## src/rtl/page_q_pkg.sv

```systemverilog
// page_q_pkg: shared helpers for the page input queue.
//   clog2 : ceiling log2 for sizing pointers
//   tok_w : token width, data bits plus the end-of-stream bit
//   occ_w : occupancy counter width, wide enough to hold DEPTH itself
package page_q_pkg;

   function automatic int unsigned clog2(input int unsigned value);
      int unsigned r;
      r = 0;
      while ((32'd1 << r) < value) begin
         r = r + 1;
      end
      return r;
   endfunction

   function automatic int unsigned tok_w(input int unsigned data_w);
      return data_w + 1;
   endfunction

   function automatic int unsigned occ_w(input int unsigned depth);
      return clog2(depth) + 1;
   endfunction

endpackage

```

## src/rtl/page_q_fifo_ch.sv

```systemverilog
// page_q_fifo_ch: one channel of the page input queue, a DEPTH x (DATA_W+1) register FIFO.
// Ports:
//   i_clock         rising-edge clock
//   i_rst_n         synchronous active-low reset
//   i_flush         synchronous clear (same effect as reset)
//   i_d/i_e/i_v     producer token (data, end-of-stream) and valid
//   o_b             producer back-pressure, high when full
//   o_d/o_e/o_v     head token and valid; data/e forced to 0 while empty
//   i_b             consumer back-pressure
//   o_occ           occupancy count
//   o_af            almost-full flag (occ >= AF_LEVEL)
// All outputs come from registers only; no input reaches an output combinationally.
module page_q_fifo_ch
   import page_q_pkg::*;
#(
   parameter int unsigned DATA_W   = 16,
   parameter int unsigned DEPTH    = 4,
   parameter int unsigned AF_LEVEL = 3
) (
   input  logic                      i_clock,
   input  logic                      i_rst_n,
   input  logic                      i_flush,
   input  logic [DATA_W-1:0]         i_d,
   input  logic                      i_e,
   input  logic                      i_v,
   output logic                      o_b,
   output logic [DATA_W-1:0]         o_d,
   output logic                      o_e,
   output logic                      o_v,
   input  logic                      i_b,
   output logic [occ_w(DEPTH)-1:0]   o_occ,
   output logic                      o_af
);

   localparam int unsigned PTR_W = clog2(DEPTH);
   localparam int unsigned OCC_W = occ_w(DEPTH);
   localparam int unsigned TOK_W = tok_w(DATA_W);

   localparam logic [OCC_W-1:0] OCC_FULL = OCC_W'(DEPTH);
   localparam logic [OCC_W-1:0] OCC_AF   = OCC_W'(AF_LEVEL);

   logic [TOK_W-1:0] r_mem [DEPTH];
   logic [PTR_W-1:0] r_wptr;
   logic [PTR_W-1:0] r_rptr;
   logic [OCC_W-1:0] r_occ;

   logic             w_full;
   logic             w_nempty;
   logic             w_push;
   logic             w_pop;
   logic [OCC_W-1:0] w_occ_nxt;
   logic [TOK_W-1:0] w_head;

   assign w_full   = (r_occ == OCC_FULL);
   assign w_nempty = (r_occ != '0);
   // Push is gated only by our own full flag, so a pop in the same cycle does not
   // open a slot early; this keeps qin_b purely register-derived.
   assign w_push   = i_v & ~w_full;
   assign w_pop    = w_nempty & ~i_b;

   always_comb begin
      w_occ_nxt = r_occ;
      case ({w_push, w_pop})
         2'b10:   w_occ_nxt = r_occ + OCC_W'(1);
         2'b01:   w_occ_nxt = r_occ - OCC_W'(1);
         default: w_occ_nxt = r_occ;
      endcase
   end

   always_ff @(posedge i_clock) begin
      if (!i_rst_n || i_flush) begin
         r_wptr <= '0;
         r_rptr <= '0;
         r_occ  <= '0;
      end else begin
         if (w_push) r_wptr <= r_wptr + PTR_W'(1);
         if (w_pop)  r_rptr <= r_rptr + PTR_W'(1);
         r_occ <= w_occ_nxt;
      end
   end

   // Storage is not reset; stale entries are never visible because occ gates the head.
   always_ff @(posedge i_clock) begin
      if (w_push) r_mem[r_wptr] <= {i_e, i_d};
   end

   assign w_head = r_mem[r_rptr];

   assign o_b   = w_full;
   assign o_v   = w_nempty;
   assign o_d   = w_nempty ? w_head[DATA_W-1:0] : '0;
   assign o_e   = w_nempty & w_head[DATA_W];
   assign o_occ = r_occ;
   assign o_af  = (r_occ >= OCC_AF);

endmodule

```

## src/rtl/page_qin_multi.sv

```systemverilog
// page_qin_multi: NUM_CH independent tokenised stream queues between the page-input
// network and the page operator core.
// Ports:
//   clock, reset (sync, active-low), flush (sync clear of all channels)
//   qin_d/qin_e/qin_v  per-channel input token and valid; channel c at [c*DATA_W +: DATA_W]
//   qin_b              per-channel input back-pressure (1 = full)
//   qout_d/qout_e/qout_v per-channel head token and valid
//   qout_b             per-channel consumer back-pressure
//   occ                per-channel occupancy, occ_w(DEPTH) bits each
//   af                 per-channel almost-full flag
module page_qin_multi
   import page_q_pkg::*;
#(
   parameter int unsigned NUM_CH   = 8,
   parameter int unsigned DATA_W   = 16,
   parameter int unsigned DEPTH    = 4,
   parameter int unsigned AF_LEVEL = 3
) (
   input  logic                             clock,
   input  logic                             reset,
   input  logic                             flush,
   input  logic [NUM_CH*DATA_W-1:0]         qin_d,
   input  logic [NUM_CH-1:0]                qin_e,
   input  logic [NUM_CH-1:0]                qin_v,
   output logic [NUM_CH-1:0]                qin_b,
   output logic [NUM_CH*DATA_W-1:0]         qout_d,
   output logic [NUM_CH-1:0]                qout_e,
   output logic [NUM_CH-1:0]                qout_v,
   input  logic [NUM_CH-1:0]                qout_b,
   output logic [NUM_CH*occ_w(DEPTH)-1:0]   occ,
   output logic [NUM_CH-1:0]                af
);

   localparam int unsigned OCC_W = occ_w(DEPTH);

   for (genvar c = 0; c < NUM_CH; c++) begin : g_ch
      page_q_fifo_ch #(
         .DATA_W   (DATA_W),
         .DEPTH    (DEPTH),
         .AF_LEVEL (AF_LEVEL)
      ) u_fifo (
         .i_clock (clock),
         .i_rst_n (reset),
         .i_flush (flush),
         .i_d     (qin_d[c*DATA_W +: DATA_W]),
         .i_e     (qin_e[c]),
         .i_v     (qin_v[c]),
         .o_b     (qin_b[c]),
         .o_d     (qout_d[c*DATA_W +: DATA_W]),
         .o_e     (qout_e[c]),
         .o_v     (qout_v[c]),
         .i_b     (qout_b[c]),
         .o_occ   (occ[c*OCC_W +: OCC_W]),
         .o_af    (af[c])
      );
   end

endmodule
```

## config.mk

```make
export PLATFORM = sky130hd
export DESIGN_NAME = page_qin_multi
export DESIGN_NICKNAME = d
export VERILOG_FILES = /design/src/rtl/page_q_pkg.sv /design/src/rtl/page_q_fifo_ch.sv /design/src/rtl/page_qin_multi.sv
export SDC_FILE = /design/constraint.sdc
export NUM_CORES = 1
export LEC_CHECK = 0
export BUFFER_PORTS_ARGS = -buffer_cell sky130_fd_sc_hd__buf_2
export CORE_ASPECT_RATIO = 0.75
export CORE_MARGIN = 4
export CORE_UTILIZATION = 62
export CTS_BUF_LIST = sky130_fd_sc_hd__clkbuf_16
export DETAILED_ROUTE_END_ITERATION = 8
export HOLD_SLACK_MARGIN = 0.1
export PLACE_DENSITY = 0.88
export SLEW_MARGIN = 25
export SYNTH_ARGS = -nofsm -noshare
export SYNTH_HDL_FRONTEND = slang
export SYNTH_HIERARCHICAL = 1
export SYNTH_SLANG_ARGS = --single-unit
```

## constraint.sdc

```tcl
create_clock -name clock -period 5.98 [get_ports clock]
set_clock_uncertainty 0.2 [all_clocks]
set_input_delay 1.495 -clock clock [delete_from_list [all_inputs] [get_ports clock]]
set_output_delay 1.495 -clock clock [all_outputs]
set_load 0.005 [all_outputs]
```

==> results of run 1 <==
## area by class of cell
| type | count | area (µm²) |
|---|---|---|
| Clock buffer | 57 | 1426 |
| Sequential cell | 616 | 17780 |
| Inverter | 64 | 240.2 |
| Tap cell | 520 | 650.6 |
| Multi-Input combinational cell | 584 | 6356 |
| Timing Repair Buffer | 354 | 1812 |
| Fill cell | 2186 | 10830 |
| Antenna cell | 10 | 25.02 |
| Clock inverter | 44 | 375.4 |
## metal layers
| metal | wire (µm) | share of wire [%] |
|---|---|---|
| met5 | 27 | 0.051 |
| met4 | 1160 | 2.2 |
| met3 | 4234 | 8.0 |
| met2 | 27560 | 52 |
| met1 | 19710 | 37 |
## sequential cells by signal (all words and copies together), names as in the netlist, named ones only
register,cells
g_ch.u_fifo/r_rptr,16
g_ch.u_fifo/r_mem,544
g_ch.u_fifo/o_occ,24
g_ch.u_fifo/r_wptr,16
## report_power, final
group	switching, mW	leakage (nW)	internal, mW
clock network	1.49	0.903	2.02
registers	0.0473	5.58	4.79
logic	0.308	4.02	0.257
total	1.85	10.5	7.07
## worst max-delay path, stage by stage, from the launching register on
cell and delay, ps:
dfxtp_1 790, buf_4 350, mux4_2 590, nor2b_1 170
buf_2 140
## placed cells by master (no fill, tap or decap), types with 10 or more instances in the layout
master	instances
a21o_2	16
nor2b_1	96
or3_1	16
ha_1	40
mux4_2	136
diode_2	10
o21ai_0	24
buf_4	16
and2b_1	48
dfxtp_1	72
clkbuf_16	57
nand2b_1	16
nor2_1	32
edfxtp_1	544
inv_1	70
clkinv_1	21
and3_2	32
buf_2	338
a21oi_1	48
xor2_1	16
## cells by family after synthesis
| logic type | count (synthesis) | synth area share (%) |
|---|---|---|
| fa+ha+maj | 48 | 2.667 |
| buf+inv | 128 | 2.748 |
| compound gates | 96 | 2.424 |
| xor+xnor | 16 | 0.5656 |
| flops | 616 | 71.76 |
| simple gates | 288 | 7.475 |
| mux | 136 | 12.36 |
## worst max-delay path by stage
stage / startpoint / slack (ps) / endpoint
6_report: flip-flop / 1670 / qout_d[110]
5_1_grt: flip-flop / 1490 / qout_d[110]
4_1_cts: flip-flop / 1600 / qout_d[110]
3_5_place_dp: flip-flop / 2320 / qout_e[6]
3_3_place_gp: flip-flop / 2370 / qout_e[6]
2_1_floorplan: qin_v[0] / 2800 / g_ch[0].u_fifo/o_occ[2]
==> metrics, run 1 <==
crit path time final=4309 ps; global routing usage on met3=5.723%; reg2reg path depth=9; worst rel slew slack=38.18%; Clock Sinks=616; Final Hold Violating Endpoints=0; Min-Delay Path Class=flip-flop to flip-flop; busiest layer in global routing=met2; Site Rows=63; PortBufs=338; most common library cells after synthesis=edfxtp_1, mux4_2, nor2b_1; Area after DPL=26,840 µm²; max-cap check violation count=0; Worst EP arrival=2610 ps; Synth Instances=1,328; Syn Nets=1,531; I/O pin count=339; wire length per cell=23.43 µm; later-pin clock latency in the skew report=570 ps; top post-synthesis cells by area=edfxtp_1, mux4_2, dfxtp_1; maximum VDD drop=0.4361 mV; Final Total Pwr=8.916 mW; total CTS buffers=54; status=finished clean; HP Start=g_ch[4].u_fifo/r_rptr[1]; Tot GR Track Use=24.23%; CTS tree=yes; met2 Use GR=42.05%; CP required=4280 ps; cell area after synthesis=24,770 µm²; reg2reg start=g_ch[2].u_fifo/o_occ[2]; die width=238.8 µm; non-filler cells, final=2,249; pre-CTS setup slack=2322 ps; DIE HEIGHT=181.1 µm; Post-synth EDFFs=544; vias per inst=5.924; Cell Count Post-Placement=2,138; Worst R2R End=g_ch[2].u_fifo/o_occ[2]; post-cts sizing count=0; RSZ-0062 raised after global routing=false; global-route wire length before repair=81,140 µm; leakage dissipation=10.50 nW; CORE AREA=39,490 µm²; Slew Viols, Final=0; initial antenna violation count=6; r2r setup slk=3060 ps; most frequent cell after synthesis=edfxtp_1; Synth top area share=65.94%; Post-Route Utilization=72.58%; drt pass-1 iters=7; CTS HTree Levels=2; FFs w/ async S/R, synth=0%; Final ANT Viol Nets=0; post-synthesis cell type count=27; worst-margin pin slew=926.0 ps; synth-to-layout area growth=15.70%; Setup Total Neg Slack=0 ps; period utilization=72.06%; clock buffer depth=3; CP Class=flip-flop to output port; Initial Utilization=62.73%; Root Driver=clkbuf_16; Max Fclk=0.2321 GHz; most area-hungry cell type in the Yosys netlist=edfxtp_1; Worst Hold Depth=2; Synthesis Warnings=6; Residual DRC=0; layout cells sized above 1=37.46%; # hold bufs at CTS=0; routed vias=13,320; number of synthesized register bits=616; CP Capture Type=output port; P per Cell Area=311.1 nW/µm²; WHS=298.3 ps; grt ovf=0; setup ws final=1671 ps; Worst Path Max Fanout=10; DRT iter0 DRCs=1,066; DP Wirelength=32,430 µm; Final Setup Violations=0; syn_area_per_cell=18.65 µm²; Post-CTS Setup Bufs=0; routability cong.=0.7961; number of global-route vias before repair=14,150; Top FF cell, synth=edfxtp_1; startpoint types=flip-flop; Hold EP=g_ch[4].u_fifo/r_rptr[1]; die outline area=43,250 µm²; drt total wl=52,690 µm; sequential share of the synthesized area=71.76%; grt met1 use=31.33%; Clk pin slew, worst setup/hold paths=70 ps; largest net degree at the start of global routing=24; fin nets=1,877; cell area after layout=28,660 µm²
Power figures use the tool's default switching activity.
==> inputs of run 2 (changes only) <==
--- a/config.mk
+++ b/config.mk
@@ -5,14 +5,15 @@
 export SDC_FILE = /design/constraint.sdc
 export NUM_CORES = 1
 export LEC_CHECK = 0
+export ABC_AREA = 1
 export BUFFER_PORTS_ARGS = -buffer_cell sky130_fd_sc_hd__buf_2
 export CORE_ASPECT_RATIO = 0.75
 export CORE_MARGIN = 4
-export CORE_UTILIZATION = 62
+export CORE_UTILIZATION = 58
 export CTS_BUF_LIST = sky130_fd_sc_hd__clkbuf_16
 export DETAILED_ROUTE_END_ITERATION = 8
 export HOLD_SLACK_MARGIN = 0.1
-export PLACE_DENSITY = 0.88
+export PLACE_DENSITY = 0.83
 export SLEW_MARGIN = 25
 export SYNTH_ARGS = -nofsm -noshare
 export SYNTH_HDL_FRONTEND = slang
==> constraint.sdc (replaced) <==
create_clock -name clock -period 4.5 [get_ports clock]
set_clock_uncertainty 0.2 [all_clocks]
set_input_delay 1.125 -clock clock [delete_from_list [all_inputs] [get_ports clock]]
set_output_delay 1.125 -clock clock [all_outputs]
set_load 0.005 [all_outputs]
==> run 2 against run 1 <==
- critical path depth grew 2
- flip-flop and latch count unchanged
- global-route usage fell by 1.5 points
- clock-buffer cell count grew 2
- register-to-register slack got worse by 990 ps
- worst setup slack lost 930 ps
==> metrics, run 2 <==
CP required=3170 ps; Final Hold Violating Endpoints=0; Tot GR Track Use=22.71%; Syn Nets=2,515; most common library cells after synthesis=edfxtp_1, nand2_1, nor2_1; routability cong.=0.7924; maximum VDD drop=0.4370 mV; Initial Utilization=58.76%; leakage dissipation=12.22 nW; switch share=22.14%; number of fill cells=3,142; commonest non-fill, non-tap cell in the layout=edfxtp_1; Switch Pwr=2.702 mW; Synth top area share=62.22%; Logic pwr share=7.9%; Min-Delay Path Class=flip-flop to flip-flop; status=finished clean; commonest cells after routing, fill and taps aside=edfxtp_1, nand2_1, nor2_1, buf_2, a21oi_1; worst rel slew slack=30.39%; PortBufs=338; post-synthesis cell type count=24; initial antenna violation count=17; die width=253.7 µm; Slew Viols, Final=0; number of synthesized register bits=616; # hold bufs at CTS=0; grt ovf=0; FFs w/ async S/R, synth=0%; CORE AREA=44,680 µm²; crit path time final=3759 ps; drt total wl=57,090 µm; Post-Route Utilization=66.80%; Setup Total Neg Slack=0 ps; DP Wirelength=37,460 µm; internal power=9.503 mW; largest net degree at the start of global routing=36; clock group share of total power=38.9%; Max Fclk=0.2661 GHz; clock buffer depth=3; cell area after synthesis=26,260 µm²; global-route wire length before repair=88,020 µm; max reg flops=544; Clock Sinks=616; Final Setup Violations=0; Synthesis Warnings=6; Worst EP arrival=2430 ps; Register Area=17,780 µm²; CTS tree=yes; Clk pin slew, worst setup/hold paths=60 ps; Post-CTS Setup Bufs=0; Worst Path Max Fanout=20; number of global-route vias before repair=16,920; I/O pin count=339; CP Capture Type=output port; syn_area_per_cell=11.36 µm²; post-cts sizing count=0; Root Driver=clkbuf_16; area of the multi-input gates=6942 µm²; startpoint types=flip-flop; layout cells sized above 1=23.05%; Post-synth EDFFs=544; worst-margin pin slew=1043 ps; Residual DRC=0; CP Class=flip-flop to output port; period utilization=83.53%; vias per inst=5.370; top post-synthesis cells by area=edfxtp_1, nand2_1, dfxtp_1; most area-hungry cell type in the Yosys netlist=edfxtp_1; wire length per cell=17.39 µm; P per Cell Area=408.9 nW/µm²; die outline area=48,770 µm²; CTS HTree Levels=2; most flop-heavy register=g_ch.u_fifo/r_mem; max-cap check violation count=0; Synth Instances=2,312; Site Rows=67; total CTS buffers=57; RSZ-0062 raised after global routing=false; Final Total Pwr=12.20 mW; Final ANT Viol Nets=0; DRT iter0 DRCs=1,313; synth-to-layout area growth=13.69%; Top FF cell, synth=edfxtp_1; Sequential Power Share=53.2%; later-pin clock latency in the skew report=570 ps; routed vias=17,630; drt pass-1 iters=5; fin nets=2,844; sequential share of the synthesized area=67.71%; most frequent cell after synthesis=edfxtp_1; DIE HEIGHT=192.3 µm
## run 2: logic make-up (layout without fill, tap and decap cells)
| kind of cell | after synthesis | after routing | share of synthesized area, % |
|---|---|---|---|
| flip-flops | 616 | 616 | 67.71 |
| adder cells (fa/ha/maj) | 48 | 48 | 2.516 |
| AO/OA/AOI/OAI | 344 | 344 | 6.672 |
| buffers and inverters | 248 | 626 | 6.176 |
| other | 0 | 7 | 0 |
| AND/OR/NAND/NOR | 1056 | 1056 | 16.93 |
## run 2: metrics by stage
stage	instance area (µm²)	hold slack (ps)	setup WS [ps]	std cells
floorplan	26260	248.3	1928	2312
global placement	27920	257.8	1365	3168
detailed placement	27930	267.7	1330	3168
CTS	29810	289.5	696.7	3276
global route	29840	305.5	554.8	3279
finish	29850	288.2	741.3	3283
## run 2: power groups by stage
stage / clock, mW / sequential (mW) / combinational, mW
floorplan: 0 / 6.59 / 0.590
global route: 5.11 / 6.50 / 1.09
finish: 4.74 / 6.49 / 0.969
CTS: 4.85 / 6.49 / 0.969
global placement: 0 / 6.60 / 0.922
detailed placement: 0 / 6.61 / 0.961
## run 2: layout make-up
class / count / area share, %
Antenna cell: 7 / 0.05869
Clock buffer: 59 / 4.946
Clock inverter: 49 / 1.341
Inverter: 160 / 2.213
Multi-Input combinational cell: 1448 / 23.26
Sequential cell: 616 / 59.56
Tap cell: 586 / 2.456
Timing Repair Buffer: 358 / 6.170
## run 2: worst max-delay path, stage by stage (launching register included)
cell,delay [ps]
dfxtp_1,920
buf_4,350
nor2_1,70
nor2_1,80
o21ai_1,70
a21oi_1,200
buf_2,150
## run 2: final timing paths
check	startpoint	endpoint	slack [ps]	depth (start not counted)
worst max-delay path	flip-flop	qout_d[55]	740	6
worst max register to register	g_ch[6].u_fifo/o_occ[1]	g_ch[6].u_fifo/o_occ[2]	2070	11
worst min-delay path	g_ch[4].u_fifo/o_occ[0]	g_ch[4].u_fifo/o_occ[0]	290	1
worst min register to register	g_ch[4].u_fifo/o_occ[0]	g_ch[4].u_fifo/o_occ[0]	290	1
## run 2: per-layer routing
layer	global-route usage, %	up-vias	wire length (µm)
met2	38.66	576	28240
met5	0	-	133
met3	5.174	114	4640
met1	30.32	8479	22960
li1	-	8440	-
met4	5.124	22	1111
==> inputs of run 3 (changes only) <==
==> constraint.sdc (replaced) <==
create_clock -name clock -period 3.8 [get_ports clock]
set_clock_uncertainty 0.2 [all_clocks]
set_input_delay 0.95 -clock clock [delete_from_list [all_inputs] [get_ports clock]]
set_output_delay 0.95 -clock clock [all_outputs]
set_load 0.005 [all_outputs]
==> run 3 against run 2 <==
- utilization rose by 0.065 points
- register-to-register slack worse by 630 ps
- flip-flop and latch count unchanged
- worst hold slack about the same
- first-iteration DRC count increased by 6.2%
- via count grew 0.95%
- clock power rose by 15%
- sequential share of layout area is 0.057 points lower
- largest cell class unchanged
- highest routed layer unchanged
==> metrics, run 3 (synthesis gave the netlist of run 2 again) <==
synth-to-layout area growth=13.80%; routability cong.=0.8093; drt pass-1 iters=5; maximum VDD drop=0.4397 mV; CP Class=flip-flop to output port; Clock Sinks=616; CTS HTree Levels=2; die width=253.7 µm; r2r setup slk=1440 ps; most flop-heavy register=g_ch.u_fifo/r_mem; commonest non-fill, non-tap cell in the layout=edfxtp_1; crit path time final=3423 ps; Min-Delay Path Class=flip-flop to flip-flop; layout cells sized above 1=23.14%; number of fill cells=3,131; max-cap check violation count=0; Residual DRC=0; Max Fclk=0.2922 GHz; Final Hold Violating Endpoints=0; grt ovf=0; DIE HEIGHT=192.3 µm; Post-CTS Setup Bufs=0; PortBufs=338; drt total wl=57,770 µm; wire length per cell=17.45 µm; CP Capture Type=output port; largest net degree at the start of global routing=36; routed vias=17,800; Final ANT Viol Nets=0; Worst EP arrival=2270 ps; commonest cells after routing, fill and taps aside=edfxtp_1, nand2_1, nor2_1; RSZ-0062 raised after global routing=false; CTS tree=yes; Initial Utilization=58.76%; die outline area=48,770 µm²; I/O pin count=339; cell area after layout=29,880 µm²; status=finished clean; total CTS buffers=57; Area after DPL=28,060 µm²; Slew Viols, Final=0; CORE AREA=44,680 µm²; global-route wire length before repair=87,780 µm; startpoint types=flip-flop; Worst Path Max Fanout=19; DRT iter0 DRCs=1,395; Site Rows=67; clock buffer depth=3; # hold bufs at CTS=0; later-pin clock latency in the skew report=600 ps; Register Area=17,780 µm²; Setup Total Neg Slack=0 ps; fin nets=2,868; Final Setup Violations=0; post-cts sizing count=0; Clk pin slew, worst setup/hold paths=60 ps; period utilization=90.08%; Root Driver=clkbuf_16; P per Cell Area=477.6 nW/µm²; DP Wirelength=36,910 µm; area of the multi-input gates=6867 µm²; Tot GR Track Use=22.90%; worst-margin pin slew=809.3 ps; leakage dissipation=12.29 nW; max reg flops=544; number of global-route vias before repair=17,110; CP required=2650 ps; worst rel slew slack=45.97%; initial antenna violation count=17; vias per inst=5.376
-- run 3: cell types whose count changed in the layout (fill, tap and decap cells not counted), sizes merged --
cell / previous run / this run
diode: 7 / 11
clkbuf: 59 / 57
bufinv: 7 / 4
clkinvlp: 0 / 2
inv: 180 / 179
clkinv: 22 / 26
buf: 358 / 382
-- run 3: report_power, final --
part           leakage, nW  total [mW]  internal [mW]  switching (mW)
registers             5.58        7.67           7.59          0.0857
logic                 5.77        1.17          0.397           0.775
clock network        0.937        5.43           3.01            2.42
-- run 3: path summary, 6_finish.rpt --
path / from / end / cells past startpoint
min reg2reg: g_ch[7].u_fifo/o_occ[0] / g_ch[7].u_fifo/o_occ[0] / 1
max: flip-flop / qout_d[79] / 6
max reg2reg: g_ch[2].u_fifo/o_occ[1] / g_ch[2].u_fifo/o_occ[2] / 12
min: g_ch[7].u_fifo/o_occ[0] / g_ch[7].u_fifo/o_occ[0] / 1
-- run 3: area by class of cell --
type	instances	area share, %
Sequential cell	616	59.50
Multi-Input combinational cell	1448	22.98
Timing Repair Buffer	382	6.767
Clock buffer	57	4.774
Tap cell	586	2.454
Inverter	160	2.211
Clock inverter	51	1.219
Antenna cell	11	0.09213
-- run 3: stage by stage --
stage | utilization, % | power [mW] | worst slack [ps] | hold slack [ps] | cells
6_report | 66.87 | 14.27 | 377.1 | 288.0 | 3311
4_1_cts | 66.81 | 14.39 | 339.3 | 289.4 | 3300
3_5_place_dp | 62.80 | 8.977 | 1011 | 273.7 | 3192
3_3_place_gp | 62.80 | 8.914 | 1047 | 257.8 | 3192
2_1_floorplan | - | 8.498 | 1403 | 248.3 | 2312
5_1_grt | 66.83 | 14.85 | 152.7 | 316.1 | 3305
-- run 3: worst max-delay path: stages, from the launching register on --
cell	delay, ps
dfxtp_1	850
buf_4	300
nor2_1	60
nor2_1	100
o21ai_0	120
a21oi_1	130
buf_2	130
-- run 3: layer usage --
metal	GRT usage [%]	vias up	wire length (µm)
met5	0	-	143
met4	8.920	24	1947
met3	6.117	150	5059
met2	38.79	631	28690
met1	28.48	8496	21930
li1	-	8498	-
